## config.mk

```make
export PLATFORM = sky130hd
export DESIGN_NAME = butterfly_in
export DESIGN_NICKNAME = d
export VERILOG_FILES = /design/src/rtl/ntt_pkg.sv /design/src/rtl/sel_delay.sv /design/src/rtl/butterfly_in.sv
export SDC_FILE = /design/constraint.sdc
export NUM_CORES = 1
export LEC_CHECK = 0
export BUFFER_PORTS_ARGS = -buffer_cell sky130_fd_sc_hd__buf_2
export CAP_MARGIN = 30
export CORE_ASPECT_RATIO = 1.75
export CORE_MARGIN = 8
export CORE_UTILIZATION = 45
export CTS_CLUSTER_DIAMETER = 40
export DETAILED_ROUTE_END_ITERATION = 7
export PLACE_DENSITY = 0.68
export SLEW_MARGIN = 20
export SYNTH_ARGS = -nofsm -noshare
export SYNTH_HDL_FRONTEND = slang
export SYNTH_HIERARCHICAL = 1
export SYNTH_SLANG_ARGS = --single-unit
```

## constraint.sdc

```tcl
create_clock -name clk -period 2.2 [get_ports clk]
set_input_delay 0.22 -clock clk [delete_from_list [all_inputs] [get_ports clk]]
set_output_delay 0.22 -clock clk [all_outputs]
set_load 0.05 [all_outputs]
```

## src/rtl/ntt_pkg.sv

```systemverilog
// Shared NTT datapath types: bank indices and default coefficient width.
// Imported by the read-side crossbar and its neighbours.
package ntt_pkg;

    typedef logic [1:0] bank_idx_t;

    localparam bank_idx_t BANK0 = 2'd0;
    localparam bank_idx_t BANK1 = 2'd1;
    localparam bank_idx_t BANK2 = 2'd2;
    localparam bank_idx_t BANK3 = 2'd3;

    localparam int NTT_DATA_WIDTH = 12;

endpackage

```

## src/rtl/sel_delay.sv

```systemverilog
// Fixed-depth shift register with async active-low clear.
// Flush empties every stage past the input, which still loads din.
module sel_delay #(
    parameter int DEPTH = 1,
    parameter int WIDTH = 9
) (
    input  logic             clk,
    input  logic             rst,
    input  logic             flush,
    input  logic [WIDTH-1:0] din,
    output logic [WIDTH-1:0] dout
);

    logic [WIDTH-1:0] sr [DEPTH];

    always_ff @(posedge clk or negedge rst) begin
        if (!rst) begin
            for (int i = 0; i < DEPTH; i++) begin
                sr[i] <= '0;
            end
        end else begin
            sr[0] <= din;
            for (int i = 1; i < DEPTH; i++) begin
                sr[i] <= flush ? '0 : sr[i-1];
            end
        end
    end

    assign dout = sr[DEPTH-1];

endmodule

```

## src/rtl/butterfly_in.sv

```systemverilog
// Read-side crossbar: routes bank read words to butterfly operands,
// with select alignment, beat counting and collision detection.
module butterfly_in
    import ntt_pkg::*;
#(
    parameter int data_width = NTT_DATA_WIDTH,
    parameter int RD_LAT     = 1,
    parameter int BF_CNT     = 64
) (
    input  logic                  clk,
    input  logic                  rst,
    input  logic                  start,
    input  logic                  rd_en,
    input  logic [1:0]            sel_b_0,
    input  logic [1:0]            sel_b_1,
    input  logic [1:0]            sel_b_2,
    input  logic [1:0]            sel_b_3,
    input  logic [data_width-1:0] q0,
    input  logic [data_width-1:0] q1,
    input  logic [data_width-1:0] q2,
    input  logic [data_width-1:0] q3,
    output logic [data_width-1:0] bf_0_upper,
    output logic [data_width-1:0] bf_0_lower,
    output logic [data_width-1:0] bf_1_upper,
    output logic [data_width-1:0] bf_1_lower,
    output logic                  bf_valid,
    output logic                  bf_last,
    output logic                  sel_err
);

    localparam int CW = $clog2(BF_CNT);

    logic [8:0]            dly_in;
    logic [8:0]            dly_tap;
    logic                  tap_v;
    logic                  collide;
    bank_idx_t             tsel [4];
    logic [data_width-1:0] rt   [4];
    logic [CW-1:0]         cnt;

    assign dly_in = {rd_en, sel_b_0, sel_b_1, sel_b_2, sel_b_3};

    // start drops in-flight reads but still accepts this cycle's rd_en
    sel_delay #(
        .DEPTH (RD_LAT),
        .WIDTH (9)
    ) u_sel_delay (
        .clk   (clk),
        .rst   (rst),
        .flush (start),
        .din   (dly_in),
        .dout  (dly_tap)
    );

    assign tap_v   = dly_tap[8];
    assign tsel[0] = dly_tap[7:6];
    assign tsel[1] = dly_tap[5:4];
    assign tsel[2] = dly_tap[3:2];
    assign tsel[3] = dly_tap[1:0];

    always_comb begin
        for (int i = 0; i < 4; i++) begin
            rt[i] = q0;
            unique case (tsel[i])
                BANK0: rt[i] = q0;
                BANK1: rt[i] = q1;
                BANK2: rt[i] = q2;
                BANK3: rt[i] = q3;
            endcase
        end
    end

    assign collide = (tsel[0] == tsel[1]) | (tsel[0] == tsel[2]) |
                     (tsel[0] == tsel[3]) | (tsel[1] == tsel[2]) |
                     (tsel[1] == tsel[3]) | (tsel[2] == tsel[3]);

    always_ff @(posedge clk or negedge rst) begin
        if (!rst) begin
            bf_0_upper <= '0;
            bf_0_lower <= '0;
            bf_1_upper <= '0;
            bf_1_lower <= '0;
            bf_valid   <= 1'b0;
            bf_last    <= 1'b0;
            sel_err    <= 1'b0;
            cnt        <= '0;
        end else if (start) begin
            bf_valid <= 1'b0;
            bf_last  <= 1'b0;
            sel_err  <= 1'b0;
            cnt      <= '0;
        end else if (tap_v) begin
            bf_0_upper <= rt[0];
            bf_0_lower <= rt[1];
            bf_1_upper <= rt[2];
            bf_1_lower <= rt[3];
            bf_valid   <= 1'b1;
            bf_last    <= (cnt == CW'(BF_CNT - 1));
            cnt        <= cnt + CW'(1);
            if (collide) begin
                sel_err <= 1'b1;
            end
        end else begin
            bf_valid <= 1'b0;
            bf_last  <= 1'b0;
        end
    end

endmodule

```

==> qor.yml <==
max_freq_mhz: 572
whs_endpoint: "cnt[5]"
arrival_ns: 1.96
final_nets: 413
min_path_type: "input pin to flip-flop"
crit_family: "multiplexers"
ctsResizeCount: 0
setup_viol: 0
hold_ws_ns: 0.174
place_ws_ns: 0.446
clk_pin_slew_worst_paths_ns: 0.05
r2r_setup_slack_ns: 0.45
min_path_cells: 2
cpMaxStageDelayCell: "mux4_1"
grtUsageTotal_pct: 16.6
hpwlAfterDp_um: 6900
wl_um: 9570
critPathBufInv: 1
synth_area_leaders: "dfrtp_1 (42%), mux4_1 (16%), mux4_2 (14%)"
powerDensity_mw_per_mm2: 877
gp_congestion: 0.774
fin_util_pct: 57.7
initial_core_util_pct: 45.9
instances_no_fill: 474
worstSetupPathType: "flip-flop to flip-flop"
worstSetupEndpointType: "flip-flop"
grt_pass1_wl_um: 15300
wl_per_cell_um: 20.2
core_area_mm2: 0.00861
reg2regPathDepth: 3
dieArea_mm2: 0.0122
worst_ir_drop_vdd_uv: 505
n_antenna_cell: 0
ys_seq_elements: 66
insertion_delay_ns: 0.33
fin_crit_sh_pct: 79.5
gr-total-overflow: 0
fp.dieH_um: 140
via_per_inst: 5.54
leakagePower_uw: 0.00229
first_pass_iters: 4
die_w_um: 86.9
rsz0062_at_grt: "no"
maxSlewViolCount: 0
cts_setup_buffers: 0
clock_skew_ns: 0.00392
avgSynthCellArea_um2: 17.0
postSynth.asyncResetShare_pct: 100
setup_slack_ns: 0.451
slew_headroom_pct: 58.1
drive_above_1_share_pct: 58.8
cts.sinks: 66
netlist_area_mm2: 0.00395
clock-root-buffer: "clkbuf_16"
yosysTopAreaCellShare_pct: 41.8
cts_buffer_depth: 2
place_inst: 448
synth_ff_type: "dfrtp_1"
cp-start-kind: "flip-flop"
cp_data_required_time_ns: 2.41
fin_setup_tns_ns: 0
drtIter0Drc: 91
drv_cap: 0
antenna_found_initial: 0
status: "finished, final reports clean"
path_max_fanout: 14
synth-seq-area-share_pct: 41.8
remaining_drc_errors: 0
grt_pass1_vias: 2933
synthCells: 232
hold_viol_final: 0
slowest_delay_ns: 0.59
synth_top_area_cell: "dfrtp_1"
worst_slew_pin_slew_ns: 0.628
grt_max_degree: 43
h-tree-depth: 3
portBuffers: 110
ant_nets: 0
synth_edf_count: 0
worstHoldStart: "start"
yosys_warnings: 6
reg2reg_from: "u_sel_delay/dout[2]"
syn2layout_area_growth_pct: 25.8
io_pins: 111
synth_cell_type_count: 30
syn_nets: 293
numCtsBuffers: 9
r2r-end: "bf_1_upper[2]"
nFillCells: 698
std_cell_rows: 45
cts_tree: "built"
fin_crit_ns: 1.75
path_cells: "buf_4 > mux4_1 > mux2_2"
num_vias: 2626
==> area by class of cell <==
type	instances	area [um^2]	area share, %
flip-flops and latches	66	1650	33.2
multi-input cells	138	2090	42.0
inverters	4	15.0	0.302
clock inverters	2	10.0	0.201
well taps	117	146	2.94
repair buffers	133	786	15.8
clock buffers	14	274	5.51
==> routing by layer <==
layer / routed length, um / GRT usage [%]
met5: 0 / 0
met4: 231 / 8.86
met3: 540 / 3.28
met2: 5120 / 28.5
met1: 3680 / 18.5
==> how the worst max path moves through the flow <==
stage                                    from              to  slack, ns  depth (start not counted)
after floorplan           u_sel_delay/dout[0]  bf_1_lower[11]       0.75                          4
after global placement    u_sel_delay/dout[2]   bf_1_upper[1]       0.51                          3
after detailed placement  u_sel_delay/dout[2]   bf_1_upper[0]       0.45                          3
after CTS                 u_sel_delay/dout[2]   bf_1_upper[2]       0.42                          3
after global routing      u_sel_delay/dout[2]   bf_1_upper[0]       0.38                          3
final                     u_sel_delay/dout[2]   bf_1_upper[2]       0.45                          3
==> cells by family (layout without fill, tap and decap cells) <==
| logic type | count (synthesis) | in the layout | share of synthesized area, % |
|---|---|---|---|
| xor gates and xnor gates | 12 | 12 | 2.66 |
| and+or+nand+nor | 16 | 16 | 1.87 |
| DFF | 66 | 66 | 41.8 |
| muxes | 97 | 97 | 45.8 |
| buffers and inverters | 28 | 153 | 5.54 |
| AOI/OAI and AO/OA | 12 | 12 | 2.03 |
| adders and majority gates | 1 | 1 | 0.316 |
==> cell usage after synthesis, types with 4 or more instances <==
cell type,number
xor2_1,11
o22ai_1,4
buf_2,8
inv_1,4
buf_6,4
mux4_2,24
nor2_1,7
buf_4,5
mux4_1,24
mux2_2,24
mux2_4,24
dfrtp_1,66
==> flip-flops by register name (all words and copies together) (netlist names) <==
| signal | cells |
|---|---|
| u_sel_delay/dout | 9 |
| bf_1_lower | 12 |
| bf_0_upper | 12 |
| bf_1_upper | 12 |
| bf_valid | 1 |
| bf_last | 1 |
| cnt | 6 |
| bf_0_lower | 12 |
| sel_err | 1 |
==> what timing repair did <==
item,CTS,global route
endpoints found under the setup margin,0,0
endpoints found under the hold margin,33,0
hold buffers,10,0
==> power by group <==
part	switching (uW)	total [uW]	leakage (uW)	internal, uW
Combinational	952	1490	0.00136	534
Clock	500	1350	0.000143	851
Sequential	117	1520	0.000790	1410
Total	1570	4360	0.00229	2790
==> cell usage in the layout, fill, tap and decap left out, types with 7 or more instances in the layout <==
master and n:
dlygate4sd3_1 10, buf_2 110, mux2_2 24, mux2_4 24
clkbuf_16 9, mux4_2 24, nor2_1 7, dfrtp_1 66
buf_4 10, mux4_1 24, xor2_1 11
==> through the flow <==
stage               instance area, um^2  total power, uW
detailed placement                 4590             3030
global placement                   4590             3010
floorplan                          3950             2640
global route                       4970             4540
finish                             4970             4360
CTS                                4970             4410
Note: power is estimated with default switching activity, not from simulation.
